**config.mk**
```make
export PLATFORM = sky130hd
export DESIGN_NAME = instruction_fetch_stage_flat
export DESIGN_NICKNAME = d
export VERILOG_FILES = /design/src/rtl/instruction_fetch_stage_pkg.sv /design/src/rtl/instruction_fetch_stage_if.sv /design/src/rtl/instruction_fetch_stage_skid.sv /design/src/rtl/instruction_fetch_stage.sv /design/src/flat_wrapper.sv
export SDC_FILE = /design/constraint.sdc
export NUM_CORES = 1
export LEC_CHECK = 0
export CORE_MARGIN = 2
export CORE_UTILIZATION = 45
export CTS_CLUSTER_DIAMETER = 40
export DETAILED_ROUTE_END_ITERATION = 6
export PLACE_DENSITY = 0.8
export SYNTH_ARGS = -nofsm -noshare
export SYNTH_HDL_FRONTEND = slang
export SYNTH_HIERARCHICAL = 1
export SYNTH_SLANG_ARGS = --single-unit
export TNS_END_PERCENT = 20
```
**constraint.sdc**
```tcl
create_clock -name Clk -period 3.95 [get_ports Clk]
set_input_delay 0.5925 -clock Clk [delete_from_list [all_inputs] [get_ports Clk]]
set_output_delay 0.5925 -clock Clk [all_outputs]
set_load 0.02 [all_outputs]
```
**src/rtl/instruction_fetch_stage_pkg.sv**
```systemverilog
// Shared definitions for the instruction-fetch stage, the hazard unit and
// the IF/ID pipeline register: state encoding, fetch word layout, defaults.
package instruction_fetch_stage_pkg;

    // Raw 2-bit state codes, kept as localparams so that other blocks
    // (hazard unit, debug taps) can decode the fetch state directly.
    localparam logic [1:0] ST_IDLE   = 2'd0;
    localparam logic [1:0] ST_FETCH  = 2'd1;
    localparam logic [1:0] ST_HOLD   = 2'd2;
    localparam logic [1:0] ST_SQUASH = 2'd3;

    typedef enum logic [1:0] {
        IDLE   = ST_IDLE,
        FETCH  = ST_FETCH,
        HOLD   = ST_HOLD,
        SQUASH = ST_SQUASH
    } if_state_t;

    // sll $0,$0,0 encodes as all zeros.
    localparam logic [31:0] NOP_WORD_DEFAULT = 32'h0000_0000;
    localparam logic [31:0] DEFAULT_RESET_PC = 32'h0000_0000;

    // One instruction together with the address that follows it.
    typedef struct packed {
        logic [31:0] instr;
        logic [31:0] pc_plus_4;
    } fetch_word_t;

    // Instruction addresses are always word aligned; low two bits are dropped.
    function automatic logic [31:0] word_align(input logic [31:0] addr);
        return addr & 32'hFFFF_FFFC;
    endfunction

endpackage

```
**src/rtl/instruction_fetch_stage_if.sv**
```systemverilog
// Single-outstanding request/ready bus between the fetch stage and
// instruction memory. Rdata is valid in the same cycle as Ready.
interface instruction_fetch_stage_if;

    logic        Imem_Req;
    logic [31:0] Imem_Addr;
    logic        Imem_Ready;
    logic [31:0] Imem_Rdata;

    // Fetch stage side: issues requests, receives data.
    modport master (
        output Imem_Req,
        output Imem_Addr,
        input  Imem_Ready,
        input  Imem_Rdata
    );

    // Memory side: accepts requests, returns data.
    modport slave (
        input  Imem_Req,
        input  Imem_Addr,
        output Imem_Ready,
        output Imem_Rdata
    );

endinterface

```
**src/rtl/instruction_fetch_stage_skid.sv**
```systemverilog
// One-entry holding register for a word that returned from memory while
// the IF/ID slot was still occupied by a stalled instruction.
module fetch_skid_buffer
    import instruction_fetch_stage_pkg::*;
(
    input  logic        Clk,
    input  logic        Reset,
    input  logic        load,
    input  logic        unload,
    input  logic        clear,
    input  fetch_word_t load_word,
    output fetch_word_t word,
    output logic        full
);

    // Capture on load, empty on unload or flush; clear wins over everything.
    always_ff @(posedge Clk or posedge Reset) begin
        // NOTE: state registers use non-blocking (<=) so every flop samples
        // pre-edge values; blocking here would create order-dependent races.
        if (Reset) begin
            // NOTE: the data field is reset too (only one entry, cheap) so a
            // flushed or empty skid never exposes X to the output mux.
            word <= '0;
            full <= 1'b0;
        end else if (clear) begin
            word <= '0;
            full <= 1'b0;
        end else if (load) begin
            word <= load_word;
            full <= 1'b1;
        end else if (unload) begin
            full <= 1'b0;
        end
    end

endmodule

```
**src/rtl/instruction_fetch_stage.sv**
```systemverilog
// Instruction-fetch stage: owns the PC, runs a single-outstanding fetch on
// the imem bus, and presents Instruction_IF / PC_Plus_4_IF / Valid_IF to
// the IF/ID register. Honours stall from the hazard unit and redirects
// from ID; a redirect always flushes the output slot and the skid.
module instruction_fetch_stage
    import instruction_fetch_stage_pkg::*;
#(
    parameter logic [31:0] RESET_PC = DEFAULT_RESET_PC,
    parameter logic [31:0] NOP_WORD = NOP_WORD_DEFAULT
)(
    input  logic                               Clk,
    input  logic                               Reset,
    input  logic                               Stall_IF,
    input  logic                               Branch_Taken_ID,
    input  logic [31:0]                        Branch_Target_ID,
    instruction_fetch_stage_if.master          imem,
    output logic [31:0]                        Instruction_IF,
    output logic [31:0]                        PC_Plus_4_IF,
    output logic                               Valid_IF
);

    if_state_t   state_q, state_d;
    logic [31:0] pc_q, pc_d;
    logic [31:0] addr_q, addr_d;
    logic        valid_q, valid_d;
    fetch_word_t out_q, out_d;

    logic        skid_load, skid_unload, skid_clear;
    fetch_word_t skid_word;
    logic        skid_full;

    logic        slot_free;
    logic        slot_consumed;
    logic [31:0] fetch_pc_plus_4;
    logic [31:0] redirect_pc;

    assign slot_free       = !valid_q || !Stall_IF;
    assign slot_consumed   = valid_q && !Stall_IF;
    assign fetch_pc_plus_4 = addr_q + 32'd4;   // wraps modulo 2^32
    assign redirect_pc     = word_align(Branch_Target_ID);

    fetch_skid_buffer u_skid (
        .Clk       (Clk),
        .Reset     (Reset),
        .load      (skid_load),
        .unload    (skid_unload),
        .clear     (skid_clear),
        .load_word ('{instr: imem.Imem_Rdata, pc_plus_4: fetch_pc_plus_4}),
        .word      (skid_word),
        .full      (skid_full)
    );

    // Next-state, PC, fetch address and output-slot decisions.
    always_comb begin
        // NOTE: every signal gets a default before any branch; a path that
        // left one unassigned would infer a latch.
        state_d     = state_q;
        pc_d        = pc_q;
        addr_d      = addr_q;
        valid_d     = valid_q;
        out_d       = out_q;
        skid_load   = 1'b0;
        skid_unload = 1'b0;
        skid_clear  = 1'b0;

        if (Branch_Taken_ID) begin
            // Redirect beats stall and fetch completion.
            valid_d    = 1'b0;
            out_d      = '{instr: NOP_WORD, pc_plus_4: 32'h0};
            skid_clear = 1'b1;
            pc_d       = redirect_pc;
            if ((state_q == FETCH || state_q == SQUASH) && !imem.Imem_Ready) begin
                // Request still in flight: address must stay put until it completes.
                state_d = SQUASH;
            end else begin
                state_d = FETCH;
                addr_d  = redirect_pc;
            end
        end else begin
            if (slot_consumed) begin
                valid_d = 1'b0;
            end
            case (state_q)
                IDLE: begin
                    state_d = FETCH;
                    addr_d  = pc_q;
                end
                FETCH: begin
                    if (imem.Imem_Ready) begin
                        pc_d = fetch_pc_plus_4;
                        if (slot_free) begin
                            out_d   = '{instr: imem.Imem_Rdata, pc_plus_4: fetch_pc_plus_4};
                            valid_d = 1'b1;
                            addr_d  = fetch_pc_plus_4;
                        end else begin
                            skid_load = 1'b1;
                            state_d   = HOLD;
                        end
                    end
                end
                HOLD: begin
                    if (!Stall_IF && skid_full) begin
                        out_d       = skid_word;
                        valid_d     = 1'b1;
                        skid_unload = 1'b1;
                        addr_d      = pc_q;
                        state_d     = FETCH;
                    end
                end
                SQUASH: begin
                    // Stale response is discarded; restart at the redirected PC.
                    if (imem.Imem_Ready) begin
                        addr_d  = pc_q;
                        state_d = FETCH;
                    end
                end
                default: state_d = IDLE;
            endcase
        end
    end

    // State, PC, fetch address and IF/ID output registers.
    always_ff @(posedge Clk or posedge Reset) begin
        if (Reset) begin
            state_q <= IDLE;
            pc_q    <= RESET_PC;
            addr_q  <= RESET_PC;
            valid_q <= 1'b0;
            out_q   <= '{instr: NOP_WORD, pc_plus_4: 32'h0};
        end else begin
            state_q <= state_d;
            pc_q    <= pc_d;
            addr_q  <= addr_d;
            valid_q <= valid_d;
            out_q   <= out_d;
        end
    end

    // A request is outstanding only while fetching or draining a squashed fetch.
    assign imem.Imem_Req  = (state_q == FETCH) || (state_q == SQUASH);
    assign imem.Imem_Addr = addr_q;

    assign Instruction_IF = out_q.instr;
    assign PC_Plus_4_IF   = out_q.pc_plus_4;
    assign Valid_IF       = valid_q;

endmodule
```
**src/flat_wrapper.sv**
```systemverilog
// flat-port wrapper written by rule: the top's interface ports become plain ports
module instruction_fetch_stage_flat import instruction_fetch_stage_pkg::*;
#(
    parameter logic [31:0] RESET_PC = DEFAULT_RESET_PC,
    parameter logic [31:0] NOP_WORD = NOP_WORD_DEFAULT
)
  (Clk, Reset, Stall_IF, Branch_Taken_ID, Branch_Target_ID, Instruction_IF, PC_Plus_4_IF, Valid_IF, imem_Imem_Req, imem_Imem_Addr, imem_Imem_Ready, imem_Imem_Rdata);
  instruction_fetch_stage_if imem_i ();
  input  logic Clk;
  input  logic Reset;
  input  logic Stall_IF;
  input  logic Branch_Taken_ID;
  input  logic [31:0] Branch_Target_ID;
  output logic [31:0] Instruction_IF;
  output logic [31:0] PC_Plus_4_IF;
  output logic Valid_IF;
  output wire logic [$bits(imem_i.Imem_Req)-1:0] imem_Imem_Req;
  output wire logic [$bits(imem_i.Imem_Addr)-1:0] imem_Imem_Addr;
  input wire logic [$bits(imem_i.Imem_Ready)-1:0] imem_Imem_Ready;
  input wire logic [$bits(imem_i.Imem_Rdata)-1:0] imem_Imem_Rdata;
  assign imem_Imem_Req = imem_i.Imem_Req;
  assign imem_Imem_Addr = imem_i.Imem_Addr;
  assign imem_i.Imem_Ready = imem_Imem_Ready;
  assign imem_i.Imem_Rdata = imem_Imem_Rdata;
  instruction_fetch_stage #(.RESET_PC(RESET_PC), .NOP_WORD(NOP_WORD)) u_core (.Clk(Clk), .Reset(Reset), .Stall_IF(Stall_IF), .Branch_Taken_ID(Branch_Taken_ID), .Branch_Target_ID(Branch_Target_ID), .imem(imem_i), .Instruction_IF(Instruction_IF), .PC_Plus_4_IF(PC_Plus_4_IF), .Valid_IF(Valid_IF));
endmodule
```
Word level (Yosys, flattened, before mapping)
Cells that the tools add are included.
{"block": "classes", "reduce_logical": 18, "n_eq_ne": 9, "muxes": 41, "n_addsub": 1}
{"op": "64-bit 2-to-1 mux", "n": 6}
{"op": "32-bit 2-to-1 mux", "n": 9}
{"op": "32-bit case mux with 4 select lines", "n": 1}
{"op": "64-bit case mux with 2 select lines", "n": 1}
{"op": "32-bit by 3-bit adder with 32-bit output (second input constant)", "n": 1}
{"op": "1-bit 2-to-1 mux", "n": 16}
{"op": "2-bit 2-to-1 mux", "n": 6}
{"op": "3-bit != test (second input constant)", "n": 3}
{"op": "2-bit case mux with 4 select lines", "n": 1}
{"op": "4-bit AND reduction", "n": 2}
{"op": "3-bit by 2-bit != test with 1-bit output (second input constant)", "n": 2}
{"op": "2-bit nonzero test", "n": 3}
{"op": "3-bit nonzero test", "n": 2}
{"op": "5-bit AND reduction", "n": 1}
{"op": "2-bit equality test (second input constant)", "n": 2}
{"op": "1-bit logical AND", "n": 3}
{"op": "1-bit zero test", "n": 3}
{"op": "2-bit by 1-bit equality test with 1-bit output (second input constant)", "n": 1}
{"op": "2-bit zero test", "n": 1}
{"op": "1-bit logical OR", "n": 2}
{"op": "2-bit != test (second input constant)", "n": 1}
{"op": "1-bit case mux with 2 select lines", "n": 1}
{"op": "2-bit AND reduction", "n": 1}
{"block": "word_totals", "out_inout_bits": 98, "regBits": 196, "inputBits": 69, "elab_cells": 78}

Longest topological paths before layout
Gate-level depths: netlist of run 1.
{"block": "depth", "word_depth": 8, "ltp_mapped": 11, "depth_no_buf": 8}

Cells and area by module
Netlist of run 1, hierarchy kept.
{"module": "instruction_fetch_stage", "cells_each": 825, "instances": 1, "area_each_um2": 7349.5}
{"module": "fetch_skid_buffer", "cells_each": 211, "instances": 1, "area_each_um2": 2673.8}

Worst setup path before layout of run 1
No wires, ideal clock.
{"block": "synth_timing", "kind": "in2reg", "from": "in Branch_Taken_ID", "to": "reg u_core/u_skid/word[34] in the netlist's numbering", "slack_ns": 1.649, "required_ns": 3.818, "path_stages": 9, "arrival_time_ns": 2.169, "cell_sequence": "clkbuf_1 clkbuf_1 nor2_1 clkbuf_1 and3_1 buf_6 buf_12 mux2i_1 nor2_1"}
{"block": "synth_via", "elab_chain_cells": 2}
{"element": "from (decl)", "line_no": "flat_wrapper.sv:12", "source": "input logic Branch_Taken_ID;"}
{"element": "1-bit 2-to-1 mux", "line_no": "instruction_fetch_stage.sv:66", "source": "if (Branch_Taken_ID) begin"}
{"element": "net u_core.skid_load", "line_no": "instruction_fetch_stage.sv:28", "source": "logic skid_load, skid_unload, skid_clear;"}
{"element": "2-bit nonzero test (no source line)"}
{"element": "to (signal assigned)", "line_no": "instruction_fetch_stage_skid.sv:29", "source": "word <= load_word;"}
{"element": "to (decl)", "line_no": "instruction_fetch_stage_skid.sv:12", "source": "output fetch_word_t word,"}
The timed path passes the listed nets, and every way through them passes these cells.
A chain may end at the register's enable or synchronous reset.

Worst setup path in the final report of run 1
{"block": "layout_timing", "from": "reg u_core.state_q[1]", "to": "out imem_Imem_Req"}
{"block": "layout_via", "elab_chain_cells": 2}
{"element": "from (decl)", "line_no": "instruction_fetch_stage.sv:22", "source": "if_state_t state_q, state_d;"}
{"element": "from (signal assigned)", "line_no": "instruction_fetch_stage.sv:131", "source": "state_q <= state_d;"}
{"element": "2-bit by 1-bit equality test with 1-bit output / 2-bit equality test (equally long branches)", "line_no": "instruction_fetch_stage.sv:140", "source": "assign imem.Imem_Req = (state_q == FETCH) || (state_q == SQUASH);"}
{"element": "1-bit logical OR (*)", "line_no": "instruction_fetch_stage.sv:140"}
{"element": "to (decl)", "line_no": "flat_wrapper.sv:17", "source": "output wire logic [$bits(imem_i.Imem_Req)-1:0] imem_Imem_Req;"}
Mark *: on every way between the ends. The rest lies on a longest branch, timed or not.

==> impl_metrics.toml, run 1 <==
[outcome]
outcome = "completed"

[sta]
setup_ws_ns = 0.767
slew_headroom_pct = 28.2
final-hold-violation-count = 0
period_minus_slack_ns = 3.18
fmax_mhz = 314
tightest_slew_ns = 1.08
setup_viol = 0
fin_crit_sh_pct = 80.6
slew_violations = 0
rsz0062_at_grt = "no"
fin_skew_ns = 0.0132
setup_tns_ns = 0
holdWs_ns = 0.506

[floorplan]
rows = 54
die_h_um = 153
start_util_pct = 45.9
dieArea_mm2 = 0.0235
io_pins = 167
core-area_mm2 = 0.0218
die_x_um = 153

[drt]
viasPerCell = 5.86
ant_nets = 0
dr.first_iter.drc_count = 910
drt_pass1_iterations = 7
routed_wl_um = 28000
dr_total_vias = 8515
drcViolationCount = 0
wl_per_cell_um = 19.3

[power]
p_sw_share_pct = 40.8
pwr-share-clk_pct = 21.9
p_sw_mw = 3.17
p_leak_nw = 5.05
power.total_mw = 7.78
power_frac_seq_pct = 37.0
pwr-share-comb_pct = 41.1
peakVddDrop_mv = 0.307
powerDensity_mw_per_mm2 = 627
internal_power_mw = 4.61

[placed_design]
gp_congestion = 0.893
numPortBuffers = 164
dp_hpwl_um = 18500
dp_slack_ns = 0.982

[synth]
synth_most_common_cell = "dfrtp_1"
synth_edf_count = 0
syn-num-nets = 1109
ys.flop_type = "dfrtp_1"
synth_largest_area_cell = "dfrtp_1"
synthesis.instances = 1036
synth_top_area_share_pct = 48.9
synth.avg_cell_area_um2 = 9.68
synth_area_mm2 = 0.0100
synthTopCellsByCount = "196 x dfrtp_1, 129 x nor2_1, 113 x mux2i_1, 90 x nand2_1, 60 x o21ai_0"
synth_area_leaders = "dfrtp_1 49%, mux2i_1 11%, nor2_1 4.8%"
synth_cell_type_count = 56
yosysWarnings = 6
ys_ff_latch = 196
synth_seq_area_share_pct = 48.9
async_reset_ff_share_pct = 100

[clock_network]
insertion_delay_ns = 0.43
cts_tree = "built"
cts_max_level = 4
cts_hold_buf = 0
post_cts_resized = 0
post_cts_buffers = 0
cts_inserted_buffers = 17
clk_path_buf_depth = 2
cts.sinks = 196
clkTransAtPathRegs_ns = 0.07
cts_root_buffer = "clkbuf_16"

[worst_setup_path]
worstPathRequired_ns = 3.36
critPathMaxFanout = 18
arrival_ns = 2.59
slowest_stage = "clkdlybuf4s50_1"
cp-end-kind = "primary output"
critPathKind = "flop to primary output"
crit_path_max_incr_delay_ns = 0.67
cp_cell_sequence = "inv_1, ha_1, buf_4, or2_2, clkdlybuf4s50_1"
worstSetupStartpointType = "flop"

[finish]
layout-drive-gt1-share_pct = 6.50
post-route-util_pct = 56.8
multi_input_area_mm2 = 0.00461
area_delta_synth_final_pct = 23.8
regArea_mm2 = 0.00490
fill_cells = 1845
layout.nets = 1230

[job]
drv_cap = 0

[grt]
grt_pass1_wl_um = 45600
grt_pass1_vias = 8425
grt_max_degree = 95
antenna_found_initial = 2
grt_use_total_pct = 24.1
overflow = 0

[hold_path]
hold_class = "flop to flop"
## cell usage in the layout, fill, tap and decap left out, types with 4 or more instances in the layout
cell	synthesis	layout
o31a_1	7	7
a21oi_1	52	51
nor4_1	8	8
mux2i_1	113	113
inv_8	0	6
and4_1	7	7
o311a_1	4	4
nand4_1	7	7
o311ai_0	4	4
inv_1	29	27
o2bb2ai_1	5	5
a22o_1	6	6
dfrtp_1	196	196
nor2b_1	6	6
clkdlybuf4s50_1	0	163
or2_2	9	9
o21ai_0	60	60
o22ai_1	10	10
a22oi_1	5	5
nor3_1	15	15
a211oi_1	37	37
nor2_1	129	129
buf_4	3	19
o211ai_1	21	21
a21boi_0	4	4
and3_1	19	18
clkbuf_16	0	17
and2_1	6	6
nand2_1	90	90
xor2_1	9	9
xnor2_1	14	14
nand2b_1	14	14
nand3_1	19	19
a31oi_1	17	17
## sequential cells by signal (all words and copies together), names as in the netlist
signal / flops
u_core/pc_q: 32
u_core/Valid_IF: 1
u_core/PC_Plus_4_IF: 32
u_core/imem.Imem_Addr: 32
u_core/Instruction_IF: 32
u_core/u_skid/full: 1
u_core/u_skid/word: 64
u_core/state_q: 2
## final cells by class
| cell class | count | share of cell area [%] |
|---|---|---|
| flip-flops and latches | 196 | 39.5 |
| well taps | 280 | 2.82 |
| inverters | 30 | 0.938 |
| clock buffers | 18 | 3.54 |
| diodes | 2 | 0.0403 |
| multi-input cells | 726 | 37.1 |
| repair buffers | 186 | 14.9 |
| clock inverters | 14 | 1.09 |
## per-layer routing
layer | up-vias | global-route usage, % | wire length, um
met3 | 62 | 4.17 | 1790
met1 | 4180 | 32.1 | 11500
met2 | 342 | 38.7 | 13700
li1 | 3931 | - | -
met5 | - | 0 | 0
met4 | 0 | 10.5 | 1050
## path summary, 6_finish.rpt
| kind | endpoint | depth (start not counted) | slack [ns] | from |
|---|---|---|---|---|
| max | imem_Imem_Req | 5 | 0.77 | u_core/state_q[1]$_DFFE_PP0P_ |
| min | u_core/imem.Imem_Addr[0]$_DFFE_PP0P_ | 1 | 0.51 | u_core/pc_q[0]$_DFFE_PP0P_ |
| max reg2reg | u_core/u_skid/word[6]$_DFFE_PP0P_ | 8 | 1.16 | u_core/state_q[1]$_DFFE_PP0P_ |
| min reg2reg | u_core/imem.Imem_Addr[0]$_DFFE_PP0P_ | 1 | 0.51 | u_core/pc_q[0]$_DFFE_PP0P_ |
| max in group asynchronous | u_core/imem.Imem_Addr[11]$_DFFE_PP0P_ | 3 | 2.30 | Reset |
| min in group asynchronous | u_core/u_skid/word[40]$_DFFE_PP0P_ | 2 | 0.76 | Reset |
## per-stage QoR
stage	area [um2]	std cells
after floorplan	10000	1036
after global placement	11800	1418
after detailed placement	11800	1418
after CTS	12400	1450
after global routing	12400	1452
final	12400	1452
## critical path: cells and delay by family (launching register included)
family                   cells  cell delay (ns)
adder cells (fa/ha/maj)      1             0.42
AND/OR/NAND/NOR              1             0.18
buffers and inverters        3             1.11
flip-flops                   1             0.44
## power by group through the flow
stage,Clock [mW],Combinational (mW),Sequential [mW]
2_1_floorplan,0,1.56,3.15
3_3_place_gp,0,3.11,2.89
3_5_place_dp,0,3.17,2.91
4_1_cts,1.74,3.19,2.87
5_1_grt,1.82,3.43,2.95
6_report,1.70,3.20,2.88
## cells by family after synthesis
| family | Yosys count | share of synthesized area (%) |
|---|---|---|
| buffers and inverters | 114 | 5.49 |
| AND/OR/NAND/NOR | 337 | 15.7 |
| AO/OA/AOI/OAI | 249 | 16.1 |
| multiplexers | 113 | 11.3 |
| XOR/XNOR | 23 | 2.01 |
| flip-flops | 196 | 48.9 |
| adder cells (fa/ha/maj) | 4 | 0.499 |
Power figures use the tool's default switching activity.
==> inputs of run 2 (changes only) <==
clock period = 2.65 ns   (was 3.95 ns; I/O delays follow)
==> impl_metrics.toml, run 2 (synthesized netlist as in run 1, its figures left out) <==
[power]
p_leak_nw = 5.26
peakVddDrop_mv = 0.513
powerDensity_mw_per_mm2 = 946
power.total_mw = 12.1

[finish]
n_antenna_cell = 0
layout-drive-gt1-share_pct = 9.14
regMostFlops = "u_core/u_skid/word"
fin_cells = 1483
layout_commonest_cell = "dfrtp_1"
layout.nets = 1263
fin_area_mm2 = 0.0128
post-route-util_pct = 58.5
largest_reg_flops = 64
final_cell_mix = "196 x dfrtp_1, 163 x clkdlybuf4s50_1, 129 x nor2_1, 113 x mux2i_1, 90 x nand2_1"
area_delta_synth_final_pct = 27.4

[sta]
slew_headroom_pct = 42.8
final-hold-violation-count = 0
holdWs_ns = 0.306
rsz0062_at_grt = "no"
tightest_slew_ns = 0.857
fin_crit_sh_pct = 95.5
fmax_mhz = 395
fin_skew_ns = 0.0128
slew_violations = 0
period_minus_slack_ns = 2.53
setup_ws_ns = 0.119
setup_viol = 0
setup_tns_ns = 0

[drt]
drcViolationCount = 0
dr.first_iter.drc_count = 842
routed_wl_um = 28100
ant_nets = 0
dr_total_vias = 8570
drt_pass1_iterations = 6
viasPerCell = 5.78
wl_per_cell_um = 19.0

[floorplan]
die_x_um = 153
die_h_um = 153
core-area_mm2 = 0.0218
rows = 54
start_util_pct = 45.9
dieArea_mm2 = 0.0235
io_pins = 167

[grt]
overflow = 0
grt_use_total_pct = 23.7
grt_pass1_wl_um = 44800
antenna_found_initial = 0
grt_max_degree = 71
grt_pass1_vias = 8385

[placed_design]
dpl_cell_area_mm2 = 0.0121
gp_congestion = 0.894
dp_slack_ns = 0.204
numPortBuffers = 164
dp_cells = 1451
dp_hpwl_um = 19100

[clock_network]
cts_inserted_buffers = 17
clkTransAtPathRegs_ns = 0.08
cts.sinks = 196
cts_tree = "built"
post_cts_buffers = 0
clk_path_buf_depth = 2
cts_max_level = 4
cts_hold_buf = 0
insertion_delay_ns = 0.43
post_cts_resized = 0
cts_root_buffer = "clkbuf_16"

[worst_setup_path]
cp-end-kind = "primary output"
arrival_ns = 2.13
worstPathRequired_ns = 2.25
critPathKind = "flop to primary output"
worstSetupStartpointType = "flop"
critPathMaxFanout = 9

[job]
drv_cap = 0

[hold_path]
hold_class = "primary input to asynchronous set/reset pin"

[outcome]
outcome = "completed"
-- run 2: changes by cell type in the layout (fill, tap and decap cells not counted) --
cell | before | now
diode_2 | 2 | 0
inv_8 | 6 | 2
clkinv_2 | 0 | 2
inv_6 | 3 | 5
buf_4 | 19 | 46
nor4_2 | 0 | 1
clkinvlp_4 | 3 | 1
buf_12 | 3 | 9
nor4_1 | 8 | 7
bufinv_16 | 0 | 3
clkbuf_8 | 1 | 0
-- run 2: worst max-delay path, cell delays in order (launching register included) --
cell,delay [ns]
dfrtp_1,0.43
inv_1,0.07
ha_1,0.29
or2_2,0.35
clkdlybuf4s50_1,0.58
-- run 2: cell type report --
class / instances / area [um2]
inverters: 30 / 116
clock buffers: 17 / 425
fillers: 1848 / 9050
multi-input cells: 726 / 4610
flip-flops and latches: 196 / 4900
well taps: 280 / 350
repair buffers: 219 / 2170
clock inverters: 15 / 193
-- run 2: layer usage --
metal  up-vias  wire length, um  global-route usage (%)
li1       3992                -                       -
met1      4164            11600                    30.4
met2       333            14000                    40.4
met3        81             1640                    4.05
met4         0              829                    8.95
met5         -                0                       0
-- run 2: path summary, 6_finish.rpt --
kind	slack, ns	cells past startpoint	endpoint	startpoint
worst min-delay path	0.31	2	u_core/Instruction_IF[7]$_DFFE_PP0P_	Reset
min in group Clk	0.37	2	u_core/u_skid/word[26]$_DFFE_PP0P_	Branch_Taken_ID
worst max-delay path	0.12	4	imem_Imem_Req	u_core/state_q[1]$_DFFE_PP0P_
worst max register to register	0.20	8	u_core/u_skid/word[28]$_DFFE_PP0P_	u_core/imem.Imem_Addr[3]$_DFFE_PP0P_
max in group asynchronous	1.52	3	u_core/u_skid/word[25]$_DFFE_PP0P_	Reset
worst min register to register	0.52	1	u_core/imem.Imem_Addr[0]$_DFFE_PP0P_	u_core/pc_q[0]$_DFFE_PP0P_
-- run 2: power breakdown --
group          switching (mW)  internal (mW)  leakage (nW)
Combinational            3.00           2.22          2.37
Sequential              0.536           3.60          2.58
Clock                    1.21           1.52         0.307
Total                    4.75           7.34          5.26
==> patch 1, RTL diff (flow settings as in run 2) <==
Reset style: synchronous (`Reset`), changed in 2 clocked blocks.
--- a/src/rtl/instruction_fetch_stage_skid.sv
+++ b/src/rtl/instruction_fetch_stage_skid.sv
@@ -16,3 +16,3 @@
     // Capture on load, empty on unload or flush; clear wins over everything.
-    always_ff @(posedge Clk or posedge Reset) begin
+    always_ff @(posedge Clk) begin
         // NOTE: state registers use non-blocking (<=) so every flop samples
--- a/src/rtl/instruction_fetch_stage.sv
+++ b/src/rtl/instruction_fetch_stage.sv
@@ -122,3 +122,3 @@
     // State, PC, fetch address and IF/ID output registers.
-    always_ff @(posedge Clk or posedge Reset) begin
+    always_ff @(posedge Clk) begin
         if (Reset) begin
Function: differs if Reset is asserted again (counterexample within 4 cycles, from zero or initial values and one cycle with Reset high); with Reset held inactive, the same outputs for 4 cycles.
==> patch 1 against run 2 <==
  * Maximum frequency shrank 0.48%
  * Cell area shrank 7.3%
  * Wire length shrank 6.7%
  * Synthesized cell count grew 2.4%
  * Sequential cell count is the same
  * Area after synthesis shrank 8.1%
  * Worst setup slack lost 0.012 ns
  * Critical path type unchanged
Power is not compared: it rests on default switching activity, and its combinational part moved more than twofold at a synthesized area within 25%.
==> patch 1: results (changes against run 2) <==
placed_design:
  placed_area_mm2: 0.0113  # -7.4%
  dp_hpwl_um: 18100  # -5.4%
critical_path:
  reg2reg_to: "u_core/PC_Plus_4_IF[29]"
  cp-startpoint: "u_core/state_q[0]"
  timing.rr.start: "u_core/imem.Imem_Addr[12]"
  r2r_cells: 5  # -3
worst_hold_path:
  hold_path_class: "primary input to flip-flop"
logic_synthesis:
  ys_types: 64  # +14%
  synthMuxAreaShare: 0.112  # -0.000934
  ys_async_sr_fraction: 0  # -1.00
  synthTopCellsByArea: "dfxtp_1, mux2i_1, nor2_1"
  synth-main-ff-cell: "dfxtp_1"
  synth_cells: 1061  # +2.4%
  synthAdderAreaFrac: 0.00543  # +0.000439
route:
  first_pass_iters: 5  # -1
  via_count: 8544  # -0.30%
  drt-met1-wl_um: 11200  # -3.7%
  met3_wirelength_um: 2870  # +75%
  routedWlPerCell_um: 17.7  # -6.7%
grt:
  grt_max_degree: 77  # +8.5%
  grt_pass1_wl_um: 41800  # -6.6%
  track_usage: 0.240  # +0.00239
power_and_ir_drop:
  totalPowerFinal_mw: 6.94
layout:
  drive_gt1_frac: 0.0857  # -0.00570
  utilization: 0.587  # +0.00172
timing:
  slew_headroom: 0.154  # -0.275
run_status:
  outcome: "complete, no violations"
==> patch 1: cell types whose count changed in the layout (fill, tap and decap cells not counted), moves of 9 or more <==
| cell | change |
|---|---|
| and3_1 | -13 |
| a21oi_1 | +9 |
| o21ai_0 | -28 |
| mux2i_1 | -10 |
| a22oi_1 | +19 |
| nand3_1 | +20 |
| a31oi_1 | -12 |
| dfxtp_1 | +195 |
| dfrtp_1 | -196 |
| nor2_1 | +22 |
| nand2_1 | -26 |
| o211ai_1 | -14 |
==> patch 1: metal layers <==
| metal | track usage | up-vias |
|---|---|---|
| li1 | - | 4139 |
| met1 | 0.324 | 4040 |
| met2 | 0.373 | 335 |
| met3 | 0.0755 | 30 |
| met4 | 0.0625 | 0 |
| met5 | 0 | - |
==> patch 1: area by class of cell <==
class	instances	area share
Timing Repair Buffer	213	0.176
Multi-Input combinational cell	743	0.405
Sequential cell	196	0.332
Clock inverter	15	0.0136
Clock buffer	17	0.0359
Tap cell	270	0.0285
Inverter	29	0.00919
==> patch 2, RTL diff (config.mk and constraints of run 2) <==
Made on the original files. Register the input `Branch_Target_ID` before use, with the module's reset. The logic sees it one clock later. The other inputs are not delayed to match.
--- a/src/rtl/instruction_fetch_stage.sv
+++ b/src/rtl/instruction_fetch_stage.sv
@@ -21,2 +21,12 @@
 
+    logic [31:0] Branch_Target_ID_q;
+
+    always_ff @(posedge Clk or posedge Reset) begin
+        if (Reset) begin
+            Branch_Target_ID_q <= '0;
+        end else begin
+            Branch_Target_ID_q <= Branch_Target_ID;
+        end
+    end
+
     if_state_t   state_q, state_d;
@@ -39,3 +49,3 @@
     assign fetch_pc_plus_4 = addr_q + 32'd4;   // wraps modulo 2^32
-    assign redirect_pc     = word_align(Branch_Target_ID);
+    assign redirect_pc     = word_align(Branch_Target_ID_q);
 
Check against the original RTL: not equivalent (a bounded check fails within 4 cycles, from zero or initial values and one cycle with Reset high).
==> patch 2 against run 2 <==
  * Worst setup slack hardly changed
  * Non-clock buffer count shrank 3
  * Total power rose by 30%
  * Wire length up 6.7%
  * Count of clock-buffer cells in the layout rose by 28
  * Register-to-register slack got worse by 0.04 ns
  * Sequential share of layout area rose by 1.4 points
  * Sequential cell count grew 30
  * Critical path depth rose by 1
  * Die area up 6.8%
  * Cell area increased by 11%
  * Maximum frequency about the same
  * Area after synthesis is 7.0% higher
  * Largest power group unchanged
  * Highest routed layer unchanged
==> patch 2: results (changes against run 2) <==
power_and_ir_drop:
  clockPowerShare: 0.327  # +0.101
  pg_clk_mw: 5.13  # +88%
  p_leak_nw: 5.88  # +12%
placed_design:
  placed_area_mm2: 0.0129  # +5.9%
  gp_congestion: 0.896  # +0.31%
  dp_hpwl_um: 19200  # +0.58%
  pre_cts_slack_ns: 0.209  # +0.00581 ns
  dp.cells: 1517  # +4.5%
grt:
  met2_usage: 0.376  # -0.0273
  met3_usage: 0.0686  # +0.0280
  grt.met1_usage: 0.317  # +0.0123
  grt_max_degree: 66  # -7.0%
route:
  met3_wirelength_um: 2780  # +70%
  met2_length_um: 14000  # -0.18%
  via_count: 9064  # +5.8%
  vias_per_cell: 5.72  # -1.0%
  routedWlPerCell_um: 19.0  # -0.14%
  drt_iter0_drc: 813  # -3.4%
  first_pass_iters: 5  # -1
layout:
  drive_gt1_frac: 0.111  # +0.0199
cts:
  cts_max_level: 2  # -2
  clock_latency_ns: 0.52  # +0.09 ns
  cts-buffers-inserted: 39  # +22
  cts.repair.resized: 2  # +2
  clkTransAtPathRegs_ns: 0.05  # -0.03 ns
  cts_buffer_depth: 3  # +1
run_status:
  outcome: "complete, no violations"
worst_hold_path:
  hold_path_class: "primary input to flip-flop"
timing:
  worst_clock_skew_ns: 0.0220  # +0.00920 ns
critical_path:
  cp_max_fo: 15  # +6
logic_synthesis:
  synth_common_cells: "dfrtp_1, nor2_1, mux2i_1"
  synthTopCellsByArea: "dfrtp_1, mux2i_1, nor2_1"
  syn_area_per_cell_um2: 10.1  # +4.1%
-- patch 2: cell count changes after synthesis, sizes merged, moves of 6 or more --
cell | before | now
nand3 | 21 | 28
dfrtp | 196 | 226
nor2 | 129 | 141
o221ai | 0 | 10
nor2b | 6 | 0
and3 | 19 | 8
-- patch 2: critical path, stage by stage, from the launching register on --
cell and delay, ns:
dfrtp_1 0.42, inv_1 0.13, ha_4 0.25, nor2_2 0.09, inv_1 0.10, clkdlybuf4s50_1 0.62
-- patch 2: worst paths after layout --
path	from	end	slack [ns]	cells past startpoint
max in group asynchronous	Reset	u_core/PC_Plus_4_IF[23]	1.58	3
max	u_core/state_q[1]	imem_Imem_Req	0.12	5
min reg2reg	u_core/u_skid/word[31]	u_core/PC_Plus_4_IF[31]	0.49	2
min	Branch_Taken_ID	u_core/u_skid/word[25]	0.27	2
max reg2reg	u_core/imem.Imem_Addr[8]	u_core/u_skid/word[25]	0.16	7
min in group asynchronous	Reset	u_core/u_skid/word[47]	0.30	2
-- patch 2: cells by family after synthesis --
| family | Yosys count | share of synthesized area |
|---|---|---|
| buffers and inverters | 115 | 0.0509 |
| flip-flops | 226 | 0.527 |
| multiplexers | 112 | 0.105 |
| XOR/XNOR | 23 | 0.0188 |
| AO/OA/AOI/OAI | 244 | 0.150 |
| AND/OR/NAND/NOR | 341 | 0.144 |
| adder cells (fa/ha/maj) | 4 | 0.00467 |
-- patch 2: area by class of cell --
class / instances / area (um^2)
inverters: 32 / 124
clock inverters: 23 / 283
repair buffers: 216 / 2130
multi-input cells: 724 / 4570
flip-flops and latches: 226 / 5660
clock buffers: 45 / 1050
fillers: 1920 / 9190
well taps: 319 / 399
